$ cat config.mk
export PLATFORM = sky130hd
export DESIGN_NAME = pkt_words_to_bytes_flat
export DESIGN_NICKNAME = d
export VERILOG_FILES = /design/src/rtl/pkt_pkg.sv /design/src/rtl/pkt_words_to_bytes_if.sv /design/src/rtl/pkt_word_skid.sv /design/src/rtl/pkt_words_to_bytes.sv /design/src/flat_wrapper.sv
export SDC_FILE = /design/constraint.sdc
export NUM_CORES = 1
export LEC_CHECK = 0
export CAP_MARGIN = 20
export CORE_UTILIZATION = 45
export DETAILED_ROUTE_END_ITERATION = 6
export GPL_ROUTABILITY_DRIVEN = 0
export PLACE_DENSITY_LB_ADDON = 0.05
export SKIP_CTS_REPAIR_TIMING = 1
export SYNTH_ARGS = -nofsm -noshare
export SYNTH_HDL_FRONTEND = slang
export SYNTH_SLANG_ARGS = --single-unit
$ cat constraint.sdc
create_clock -name clk -period 1.9 [get_ports clk]
set_input_delay 0.285 -clock clk [delete_from_list [all_inputs] [get_ports clk]]
set_output_delay 0.285 -clock clk [all_outputs]
set_load 0.05 [all_outputs]
$ cat src/rtl/pkt_pkg.sv
// Shared types and helpers for the packet word-to-byte serializer.
// Holds the FSM state type, count width and bytes-per-word decode.
package pkt_pkg;

    localparam int PKT_COUNT_W = 12;

    typedef enum logic [1:0] {
        IDLE,
        SEND,
        DRAIN,
        EOP
    } packet_state_t;

    // A running count ending on a 4-byte boundary means a full word.
    function automatic logic [2:0] bytes_per_word(
        input logic [PKT_COUNT_W-1:0] bc
    );
        return (bc[1:0] == 2'b00) ? 3'd4 : {1'b0, bc[1:0]};
    endfunction

endpackage

$ cat src/rtl/pkt_words_to_bytes_if.sv
// Word-side and byte-side handshake bundle for pkt_words_to_bytes.
// The slave view belongs to the serializer, the master view to its peers.
interface pkt_words_to_bytes_if;
    import pkt_pkg::*;

    logic [31:0]            data;
    logic [PKT_COUNT_W-1:0] bytecount;
    logic                   valid;
    logic                   ready;
    logic                   eop;
    logic [7:0]             txdata;
    logic                   txvalid;
    logic                   txready;
    logic                   txeop;
    logic                   err;

    modport master (
        output data, bytecount, valid, eop, txready,
        input  ready, txdata, txvalid, txeop, err
    );

    modport slave (
        input  data, bytecount, valid, eop, txready,
        output ready, txdata, txvalid, txeop, err
    );

endinterface

$ cat src/rtl/pkt_word_skid.sv
// One-entry holding register for a word and its running byte count.
// Load wins over unload; both are never requested together by the top.
module pkt_word_skid
    import pkt_pkg::*;
(
    input  logic                   clk,
    input  logic                   rst_n,
    input  logic                   load,
    input  logic                   unload,
    input  logic [31:0]            din,
    input  logic [PKT_COUNT_W-1:0] bc_in,
    output logic                   full,
    output logic [31:0]            dout,
    output logic [PKT_COUNT_W-1:0] bc_out
);

    logic                   full_q, full_d;
    logic [31:0]            data_q, data_d;
    logic [PKT_COUNT_W-1:0] bc_q, bc_d;

    always_comb begin
        full_d = full_q;
        data_d = data_q;
        bc_d   = bc_q;
        if (load) begin
            full_d = 1'b1;
            data_d = din;
            bc_d   = bc_in;
        end else if (unload) begin
            full_d = 1'b0;
        end
    end

    always_ff @(posedge clk or negedge rst_n) begin
        if (!rst_n) begin
            full_q <= 1'b0;
            data_q <= '0;
            bc_q   <= '0;
        end else begin
            full_q <= full_d;
            data_q <= data_d;
            bc_q   <= bc_d;
        end
    end

    assign full   = full_q;
    assign dout   = data_q;
    assign bc_out = bc_q;

endmodule

$ cat src/rtl/pkt_words_to_bytes.sv
// Serializes byte-count-tagged 32-bit packet words into a byte stream,
// little-endian first, with a trailing one-cycle end-of-packet strobe.
module pkt_words_to_bytes
    import pkt_pkg::*;
(
    input  logic                 clk,
    input  logic                 rst_n,
    pkt_words_to_bytes_if.slave  bus
);

    packet_state_t          state_q, state_d;
    logic [31:0]            cur_data_q, cur_data_d;
    logic [2:0]             cur_cnt_q, cur_cnt_d;
    logic                   eop_seen_q, eop_seen_d;
    logic [PKT_COUNT_W-1:0] exp_q, exp_d;
    logic                   err_q, err_d;

    logic                   pend_full;
    logic [31:0]            pend_data;
    logic [PKT_COUNT_W-1:0] pend_bc;
    logic                   pend_load, pend_unload;
    logic                   xfer, last, cur_empty_nx;
    logic                   acc, drained, legal;
    logic [PKT_COUNT_W-1:0] diff;

    assign bus.ready    = rst_n && !pend_full && !eop_seen_q;
    assign xfer         = (cur_cnt_q != 3'd0) && bus.txready;
    assign last         = xfer && (cur_cnt_q == 3'd1);
    assign cur_empty_nx = (cur_cnt_q == 3'd0) || last;
    // A word seen together with eop is dropped, not accepted.
    assign acc          = bus.valid && bus.ready && !bus.eop;
    assign drained      = cur_empty_nx && !pend_full && !acc;
    assign pend_load    = acc && !cur_empty_nx;
    assign pend_unload  = last && pend_full;

    assign diff  = bus.bytecount - exp_q;
    assign legal = (exp_q[1:0] == 2'b00) && (bus.bytecount > exp_q) &&
                   (diff <= 12'd4);

    pkt_word_skid u_pend (
        .clk    (clk),
        .rst_n  (rst_n),
        .load   (pend_load),
        .unload (pend_unload),
        .din    (bus.data),
        .bc_in  (bus.bytecount),
        .full   (pend_full),
        .dout   (pend_data),
        .bc_out (pend_bc)
    );

    always_comb begin
        cur_data_d = cur_data_q;
        cur_cnt_d  = cur_cnt_q;
        if (xfer) begin
            cur_data_d = {8'h00, cur_data_q[31:8]};
            cur_cnt_d  = cur_cnt_q - 3'd1;
        end
        if (pend_unload) begin
            cur_data_d = pend_data;
            cur_cnt_d  = bytes_per_word(pend_bc);
        end else if (acc && cur_empty_nx) begin
            cur_data_d = bus.data;
            cur_cnt_d  = bytes_per_word(bus.bytecount);
        end
    end

    always_comb begin
        state_d = state_q;
        unique case (state_q)
            IDLE: begin
                if (bus.eop)  state_d = EOP;
                else if (acc) state_d = SEND;
            end
            SEND: begin
                if (bus.eop) state_d = drained ? EOP : DRAIN;
            end
            DRAIN: begin
                if (drained) state_d = EOP;
            end
            EOP: begin
                if (acc)          state_d = SEND;
                else if (bus.eop) state_d = EOP;
                else              state_d = IDLE;
            end
            default: state_d = IDLE;
        endcase
    end

    // Clearing on entry to EOP lets the next packet start during txeop.
    always_comb begin
        eop_seen_d = eop_seen_q;
        exp_d      = exp_q;
        if (state_d == EOP) begin
            eop_seen_d = 1'b0;
            exp_d      = '0;
        end else begin
            if (bus.eop) eop_seen_d = 1'b1;
            if (acc)     exp_d      = bus.bytecount;
        end
        err_d = (bus.valid && bus.eop) || (acc && !legal);
    end

    always_ff @(posedge clk or negedge rst_n) begin
        if (!rst_n) begin
            state_q    <= IDLE;
            cur_data_q <= '0;
            cur_cnt_q  <= '0;
            eop_seen_q <= 1'b0;
            exp_q      <= '0;
            err_q      <= 1'b0;
        end else begin
            state_q    <= state_d;
            cur_data_q <= cur_data_d;
            cur_cnt_q  <= cur_cnt_d;
            eop_seen_q <= eop_seen_d;
            exp_q      <= exp_d;
            err_q      <= err_d;
        end
    end

    always_comb begin
        bus.txeop   = (state_q == EOP);
        bus.txvalid = (cur_cnt_q != 3'd0);
        bus.txdata  = cur_data_q[7:0];
        bus.err     = err_q;
    end

endmodule

$ cat src/flat_wrapper.sv
// flat-port wrapper written by rule: the top's interface ports become plain ports
module pkt_words_to_bytes_flat import pkt_pkg::*;
  (clk, rst_n, bus_data, bus_bytecount, bus_valid, bus_eop, bus_txready, bus_ready, bus_txdata, bus_txvalid, bus_txeop, bus_err);
  pkt_words_to_bytes_if bus_i ();
  input  logic clk;
  input  logic rst_n;
  input wire logic [$bits(bus_i.data)-1:0] bus_data;
  input wire logic [$bits(bus_i.bytecount)-1:0] bus_bytecount;
  input wire logic [$bits(bus_i.valid)-1:0] bus_valid;
  input wire logic [$bits(bus_i.eop)-1:0] bus_eop;
  input wire logic [$bits(bus_i.txready)-1:0] bus_txready;
  output wire logic [$bits(bus_i.ready)-1:0] bus_ready;
  output wire logic [$bits(bus_i.txdata)-1:0] bus_txdata;
  output wire logic [$bits(bus_i.txvalid)-1:0] bus_txvalid;
  output wire logic [$bits(bus_i.txeop)-1:0] bus_txeop;
  output wire logic [$bits(bus_i.err)-1:0] bus_err;
  assign bus_i.data = bus_data;
  assign bus_i.bytecount = bus_bytecount;
  assign bus_i.valid = bus_valid;
  assign bus_i.eop = bus_eop;
  assign bus_i.txready = bus_txready;
  assign bus_ready = bus_i.ready;
  assign bus_txdata = bus_i.txdata;
  assign bus_txvalid = bus_i.txvalid;
  assign bus_txeop = bus_i.txeop;
  assign bus_err = bus_i.err;
  pkt_words_to_bytes u_core (.clk(clk), .rst_n(rst_n), .bus(bus_i));
endmodule
==> results of run 1 <==
-- logic make-up after synthesis --
family                   after synthesis
AO/OA/AOI/OAI                        130
multiplexers                          59
adder cells (fa/ha/maj)               16
AND/OR/NAND/NOR                      129
XOR/XNOR                               4
buffers and inverters                 63
flip-flops                            86
-- area by class of cell --
type                            count  area (µm²)  share of cell area [%]
Clock buffer                       12       135.1                   2.143
Inverter                           26       97.59                   1.548
Sequential cell                    86        2155                   34.17
Clock inverter                      4       47.55                  0.7540
Tap cell                          133       166.4                   2.639
Timing Repair Buffer              120        1251                   19.84
Multi-Input combinational cell    338        2454                   38.91
-- worst max path at each step --
| stage | endpoint | slack [ps] | cells past startpoint |
|---|---|---|---|
| after floorplan | u_core.cur_data_q[17] | -310 | 8 |
| after global placement | u_core.bus.err | -510 | 9 |
| after detailed placement | u_core.bus.err | -550 | 10 |
| after CTS | u_core.cur_data_q[29] | -170 | 9 |
| after global routing | u_core.cur_data_q[30] | -200 | 10 |
| final | u_core.cur_data_q[29] | -100 | 10 |
-- registers in the layout, summed over array words and instances (netlist names), 2 cells and up --
register and flops:
u_core.u_pend.dout 32, u_core.u_pend.bc_out 2, u_core.cur_data_q 32, u_core.exp_q 12
u_core.cur_cnt_q 3, u_core.state_q 2
-- layer usage --
layer,wire [µm],up-vias,share of wire [%]
met2,5040,80,47
met1,5171,1761,48
li1,-,1884,-
met3,343,13,3.2
met4,210,0,2.0
met5,0,-,0
-- worst max-delay path: cells and delay by family (launching register included) --
family	cells	cell delay, ps
AOI/OAI and AO/OA	3	400
adders and majority gates	1	150
buffers and inverters	5	600
DFF	1	460
and+or+nand+nor	1	270
-- layout by cell type, fill, tap and decap left out, types with 23 or more instances in the layout --
cell             netlist  final
mux2i_1               26     25
dfrtp_1               86     84
clkdlybuf4s50_1        0     55
a21oi_1               56     38
buf_4                  8     45
inv_1                 26     23
mux2_2                33     33
nand2_1               60     60
o21ai_1               17     26
nor2_1                34     34
-- stage by stage --
stage	setup TNS (ps)	cells
after floorplan	-11070	487
after global placement	-15430	691
after detailed placement	-16540	691
after CTS	-7200	707
after global routing	-4953	719
final	-1267	719
-- where the power goes --
group / leakage [µW] / internal (µW) / switching [µW]
registers: 0.00112 / 2520 / 421
logic: 0.00150 / 1820 / 1940
clock network: 0.0000904 / 605 / 648
total: 0.00270 / 4940 / 3010
==> metrics.cfg, run 1 <==
[run_status]
outcome=finished with violations
violations=negative hold slack, negative setup slack

[grt]
grt_antenna_before_repair=0
gr-max-usage-layer=met2
grt_overflow=0
grt_pass1_wl_um=17220
grt_util_met3_pct=4.950
grt_max_degree=52
grtUsageMet1_pct=28.23
grt_pass1_vias=3494
met2_usage_pct=29.90
grt_use_total_pct=20.14

[power]
p_leak_uw=0.002702
power_density_nw_per_um2=1261
finalPower_uw=7953
ir_worst_vdd_uv=702.0

[setup_path]
critPathLaunchType=register
reg2reg_to=u_core.cur_data_q[29]
critical_path_class=reg -> reg
reg2reg_depth=10
slowest_stage=dfrtp_2
cp_slowest_stage_delay_ps=460
endpoint_kind=register
r2r_start=u_core.cur_cnt_q[0]
crit_arrival_ps=2250
crit_chain=inv_2 > ha_4 > a21oi_4 > nor4b_4 > buf_6 > buf_12 > a21oi_4 > buf_12 > a222oi_1 > inv_1
cp_max_fo=7
crit_path_start=u_core.cur_cnt_q[0]
crit_required_ps=2150
r2r_slack_ps=-100

[synthesis]
synth_mux_area_share_pct=13.46
synth_compound_area_share_pct=16.24
synth-seq-cells=86
post-synth-top-area-fraction_pct=45.85
synthMostInstantiatedCell=dfrtp_1
synth-edff-count=0
synth_top_family_by_area=compound AO/OA/AOI/OAI gates
yosysTopAreaCell=dfrtp_1
ys_seq_area_share_pct=45.85
synth.distinct_cells=48
synth_area_um2=4693
synthTopCellsByArea=dfrtp_1 (46%), mux2_2 (7.9%), a21oi_1 (6.0%), mux2i_1 (5.5%), nand2_1 (4.8%)
synth_xor_area_share_pct=0.7465
yosysWarnings=0
synthArstFlopShare_pct=100.0
syn_nets=552
ys_top_cells_by_count=dfrtp_1 (86), nand2_1 (60), a21oi_1 (56), nor2_1 (34), mux2_2 (33)
synth-simple-area-share_pct=12.61
ys.flop_type=dfrtp_1
synth_cells=487
yosys.area_share.adder_pct=4.425
synth_area_per_cell_um2=9.637

[sta]
hold-worst-slack_ps=-6.848
setup_viol=30
worst_clock_skew_ps=8.510
tightestPinTransition_ps=631.4
worst_slack_ps=-100.9
slew_headroom_pct=57.91
fmax_mhz=499.8
finalHoldViolCount=9
slew_violations=0
rsz0062_at_grt=yes
layout_min_cycle_time_ps=2001
final.period_utilization_pct=105.3

[clock_network]
cts_buffers=9
cts_htree_levels=3
root_buffer=clkbuf_8
insertion_delay_ps=370
cts.sinks=86
tritoncts=built
clock_path_buffers=2
clkTransAtPathRegs_ps=80

[place]
dpl_worst_slack_ps=-550.6
hpwl_um=7229
port_buffers=60
dpl_cell_area_um2=5808

[worst_hold_path]
hold_class=in -> async

[cells_and_area]
drive_gt1_share_pct=26.79
utilization_pct=63.35
layout.nets=646
n_antenna_cell=0
fill_cells=862
final_cell_area_um2=6306
syn2layout_area_growth_pct=34.36

[flow_run]
maxCapViolations=0

[die]
die_h_um=104.1
core_area_um2=9955
die_w_um=104.1
dieArea_um2=10840
row_count=36
start_util_pct=47.15
ios=61

[drt]
first_pass_iters=4
ant_nets=0
vias_per_cell=5.199
routed-via-count=3738
wirelength_um=10770
first_iter_violations=159
wire_per_inst_um=14.97
route.detailed.drc=0

No activity file was read; power rests on OpenSTA's default activity.
==> inputs of run 2 (changes only) <==
--- a/config.mk
+++ b/config.mk
@@ -5,12 +5,15 @@
 export SDC_FILE = /design/constraint.sdc
 export NUM_CORES = 1
 export LEC_CHECK = 0
+export ABC_AREA = 1
 export CAP_MARGIN = 20
 export CORE_UTILIZATION = 45
 export DETAILED_ROUTE_END_ITERATION = 6
 export GPL_ROUTABILITY_DRIVEN = 0
+export HOLD_SLACK_MARGIN = 0.02
 export PLACE_DENSITY_LB_ADDON = 0.05
 export SKIP_CTS_REPAIR_TIMING = 1
+export SLEW_MARGIN = 30
 export SYNTH_ARGS = -nofsm -noshare
 export SYNTH_HDL_FRONTEND = slang
 export SYNTH_SLANG_ARGS = --single-unit
==> metrics.cfg, run 2 <==
[run_status]
outcome=finished with violations
violations=negative setup slack

[synthesis]
synth-edff-count=0
yosysTopAreaCell=dfrtp_1
synth_cells=634
ys.flop_type=dfrtp_1
synth-seq-cells=86
post-synth-top-area-fraction_pct=44.93
yosysWarnings=0
synth.distinct_cells=34
synthTopCellsByArea=dfrtp_1 (45%), nand2_1 (14%), inv_1 (7.5%), o21ai_0 (6.4%), a21oi_1 (5.9%)
synth_area_per_cell_um2=7.555
ys_top_cells_by_count=nand2_1 (175), inv_1 (96), dfrtp_1 (86), o21ai_0 (61), a21oi_1 (56)
synth_area_um2=4790
ys_seq_area_share_pct=44.93
synthArstFlopShare_pct=100.0
synthMostInstantiatedCell=nand2_1
syn_nets=699

[flow_run]
maxCapViolations=0

[grt]
grt_max_degree=87
grt_overflow=0
grt_pass1_vias=4023
grt_antenna_before_repair=0
grt_pass1_wl_um=18600
grt_use_total_pct=21.34

[setup_path]
crit_required_ps=2170
crit_chain=ha_2 > fa_2 > nand2_1 > nand3_1 > nand3_1 > inv_1 > nand2_1 > nor2_1 > nand3_1 > nor2_2 > nand3_1 > nand2_1 > nand2_1
critical_path_class=reg -> reg
critPathLaunchType=register
crit_arrival_ps=2260
cp_num_buf_inv=1
cp_slowest_stage_delay_ps=520
slowest_stage=fa_2
cp_max_fo=2
endpoint_kind=register
path_delay_family=simple AND/OR/NAND/NOR gates

[die]
dieArea_um2=11060
start_util_pct=46.39
die_w_um=105.2
ios=61
die_h_um=105.2
core_area_um2=10320
row_count=37

[sta]
layout_min_cycle_time_ps=1993
fmax_mhz=501.7
final.period_utilization_pct=104.9
hold-worst-slack_ps=345.2
finalHoldViolCount=0
worst_clock_skew_ps=10.49
rsz0062_at_grt=yes
finalSetupTns_ps=-127.8
setup_viol=5
slew_headroom_pct=66.28
worst_slack_ps=-93.09
tightestPinTransition_ps=504.2
slew_violations=0

[worst_hold_path]
hold_class=in -> reg

[cells_and_area]
fill_cells=931
final_cell_mix=nand2_1 (159), dfrtp_1 (86), inv_1 (81), o21ai_0 (59), clkdlybuf4s50_1 (54)
layout.nets=792
drive_gt1_share_pct=19.26
syn2layout_area_growth_pct=33.91
mostFrequentLayoutCell=nand2_1
n_antenna_cell=0

[drt]
first_iter_violations=204
routed-via-count=4292
first_pass_iters=4
vias_per_cell=4.945
wirelength_um=11720
ant_nets=0
route.detailed.drc=0
wire_per_inst_um=13.51

[clock_network]
clkTransAtPathRegs_ps=90
root_buffer=clkbuf_8
tritoncts=built
clock_path_buffers=2
insertion_delay_ps=380
cts.sinks=86
cts_htree_levels=3
cts_buffers=9

[place]
hpwl_um=7664
port_buffers=60

[power]
p_leak_uw=0.003196
ir_worst_vdd_uv=1052
power_density_nw_per_um2=1188

[run 2: kinds of logic after synthesis]
group	count (synthesis)	synth area share, %
xor gates and xnor gates	1	0.1829
buffers and inverters	134	11.96
AOI/OAI and AO/OA	150	17.56
adders and majority gates	16	4.336
DFF	86	44.93
and+or+nand+nor	247	21.03
[run 2: metal layers]
metal | vias up | part of all wire [%] | GRT usage, %
li1 | 2203 | - | -
met1 | 1978 | 54 | 30.94
met2 | 92 | 41 | 31.93
met3 | 19 | 3.4 | 3.306
met4 | 0 | 2.0 | 8.451
met5 | - | 0 | 0
[run 2: power breakdown]
group,internal [µW],switching (µW),total [µW]
Sequential,2490,402,2890
Combinational,1510,1920,3430
Clock,593,705,1300
Total,4590,3030,7620
[run 2: final timing paths]
kind / start / endpoint / slack, ps / cells past startpoint
max: u_core.exp_q[0] / u_core.bus.err / -90 / 13
min: bus_bytecount[0] / u_core.u_pend.bc_out[0] / 350 / 4
max reg2reg: u_core.exp_q[0] / u_core.bus.err / -90 / 13
min reg2reg: u_core.u_pend.dout[30] / u_core.u_pend.dout[30] / 490 / 2
max in group asynchronous: rst_n / u_core.exp_q[3] / 930 / 3
min in group asynchronous: rst_n / u_core.u_pend.dout[6] / 580 / 3
[run 2: cell type report]
cell class,instances,area (µm²),share of cell area (%)
multi-input cells,414,2253,35.13
repair buffers,113,1229,19.16
inverters,101,394.1,6.145
repair inverters,2,20.02,0.3121
flip-flops and latches,86,2152,33.55
clock buffers,13,168.9,2.634
clock inverters,3,26.28,0.4097
well taps,136,170.2,2.653
[run 2: worst reg2reg max path, delay by kind of cell (launching register included)]
family / cells / cell delay, ps
simple gates: 10 / 730
fa+ha+maj: 2 / 710
flops: 1 / 390
buf+inv: 1 / 60
[run 2: stage by stage]
| stage | util [%] | area, µm² | power [µW] | cells | worst slack (ps) |
|---|---|---|---|---|---|
| final | 62.13 | 6414 | 7617 | 868 | -93.09 |
| after global placement | 56.34 | 5817 | 5679 | 839 | -556.1 |
| after CTS | 58.24 | 6012 | 7059 | 855 | -192.9 |
| after floorplan | - | 4792 | 4834 | 634 | 16.87 |
| after detailed placement | 56.34 | 5817 | 5750 | 839 | -600.0 |
| after global routing | 62.13 | 6414 | 8175 | 868 | -291.4 |
==> inputs of run 3 (changes only) <==
--- a/config.mk
+++ b/config.mk
@@ -7,6 +7,7 @@
 export LEC_CHECK = 0
 export ABC_AREA = 1
 export CAP_MARGIN = 20
+export CORE_MARGIN = 2
 export CORE_UTILIZATION = 45
 export DETAILED_ROUTE_END_ITERATION = 6
 export GPL_ROUTABILITY_DRIVEN = 0
==> metrics.cfg, run 3 (same netlist as run 2, synthesis figures left out) <==
[sta]
fmax_mhz=478.7
setup_viol=1
finalHoldViolCount=0
rsz0062_at_grt=yes
final.period_utilization_pct=109.9
worst_clock_skew_ps=14.10
worst_slack_ps=-188.8
slew_headroom_pct=66.66
slew_violations=0
layout_min_cycle_time_ps=2089
tightestPinTransition_ps=498.6

[place]
port_buffers=60
hpwl_um=7762
place_inst=836

[clock_network]
tritoncts=built
root_buffer=clkbuf_8
insertion_delay_ps=360
cts_htree_levels=3
clock_path_buffers=2
cts.sinks=86
cts_buffers=9
clkTransAtPathRegs_ps=100

[drt]
routed-via-count=4337
first_pass_iters=5
vias_per_cell=5.014
wirelength_um=11970
wire_per_inst_um=13.84
route.detailed.drc=0
ant_nets=0
first_iter_violations=281

[die]
row_count=37
die_w_um=107.2
dieArea_um2=11480
ios=61
die_h_um=107.2
start_util_pct=46.39
core_area_um2=10320

[cells_and_area]
n_antenna_cell=0
drive_gt1_share_pct=18.66
mostFrequentLayoutCell=nand2_1
instances_no_fill=865
final_cell_mix=nand2_1 (159), dfrtp_1 (86), inv_1 (84), o21ai_0 (60), a21oi_1 (56)
syn2layout_area_growth_pct=31.61
layout.nets=789

[grt]
grt_max_degree=87
grt_pass1_vias=4079
grt_use_total_pct=20.97
grt_pass1_wl_um=19240
grt_antenna_before_repair=0
grt_overflow=0

[setup_path]
crit_required_ps=2150
critPathLaunchType=register
critical_path_class=reg -> reg
cp_max_fo=2
r2r_slack_ps=-190
crit_chain=ha_2 > fa_2 > nand2_1 > nand3_1 > nand3_1 > inv_1 > nand2_1 > nor2_1 > nand3_1 > nor2_2 > nand3_1 > nand2_1 > nand2_1
slowest_stage=fa_2
cp_slowest_stage_delay_ps=520
crit_arrival_ps=2340
endpoint_kind=register

[power]
ir_worst_vdd_uv=843.2
finalPower_uw=7475
power_density_nw_per_um2=1186
p_leak_uw=0.003144

[run_status]
outcome=finished with violations
violations=negative setup slack

[worst_hold_path]
hold_class=in -> async

[flow_run]
maxCapViolations=0

[run 3: cell count changes in the layout (fill, tap and decap cells not counted), moves of 3 or more]
cell     delta
a21oi_2     -7
nor2_2      +7
inv_2       -4
inv_1       +3
buf_12      -3
nor2_1      -7
a21oi_1     +7
buf_4       +6
[run 3: worst paths after layout]
| path | from | to | depth (start not counted) |
|---|---|---|---|
| setup reg to reg | u_core.exp_q[0] | u_core.bus.err | 13 |
| hold / removal | rst_n | u_core.u_pend.dout[5] | 2 |
| max in group asynchronous | rst_n | u_core.exp_q[8] | 2 |
| hold reg to reg | u_core.u_pend.dout[23] | u_core.u_pend.dout[23] | 2 |
| min in group clk | bus_bytecount[0] | u_core.u_pend.bc_out[0] | 4 |
| setup / recovery | u_core.exp_q[0] | u_core.bus.err | 13 |
[run 3: area by class of cell]
| class | count | area, µm² |
|---|---|---|
| fill | 898 | 4020 |
| timing repair buffer | 112 | 1174 |
| multi-input combinational | 414 | 2236 |
| sequential | 86 | 2152 |
| clock inverter | 5 | 38.79 |
| tap | 136 | 170.2 |
| inverter | 101 | 391.6 |
| clock buffer | 11 | 141.4 |
[run 3: per-layer routing]
layer / GRT usage [%] / vias to the layer above / wire [µm]
li1: - / 2197 / -
met1: 31.26 / 2022 / 6163
met5: 0 / - / 0
met3: 3.343 / 12 / 533
met2: 31.19 / 106 / 5142
met4: 6.586 / 0 / 135
[run 3: per-stage QoR]
stage / TNS (ps) / worst slack (ps) / utilization (%) / hold WS, ps / instance area (µm²)
2_1_floorplan: 0 / 16.87 / - / -10.59 / 4792
3_3_place_gp: -982.9 / -542.8 / 55.88 / 439.7 / 5769
3_5_place_dp: -1367 / -609.7 / 55.88 / 442.3 / 5769
4_1_cts: -221.1 / -221.1 / 57.63 / 31.61 / 5949
5_1_grt: -1519 / -396.2 / 61.06 / 27.66 / 6304
6_report: -188.8 / -188.8 / 61.06 / 3.621 / 6304
[run 3: power breakdown]
group | total [µW] | leakage [µW] | internal, µW | switching [µW]
Sequential | 2920 | 0.00110 | 2490 | 428
Combinational | 3340 | 0.00196 | 1470 | 1870
Clock | 1220 | 0.0000907 | 524 | 697
[run 3: worst max-delay path: cells and delay by family, from the launching register on]
family | cells | cell delay, ps
buf+inv | 1 | 60
simple gates | 10 | 800
flops | 1 | 410
fa+ha+maj | 2 | 720
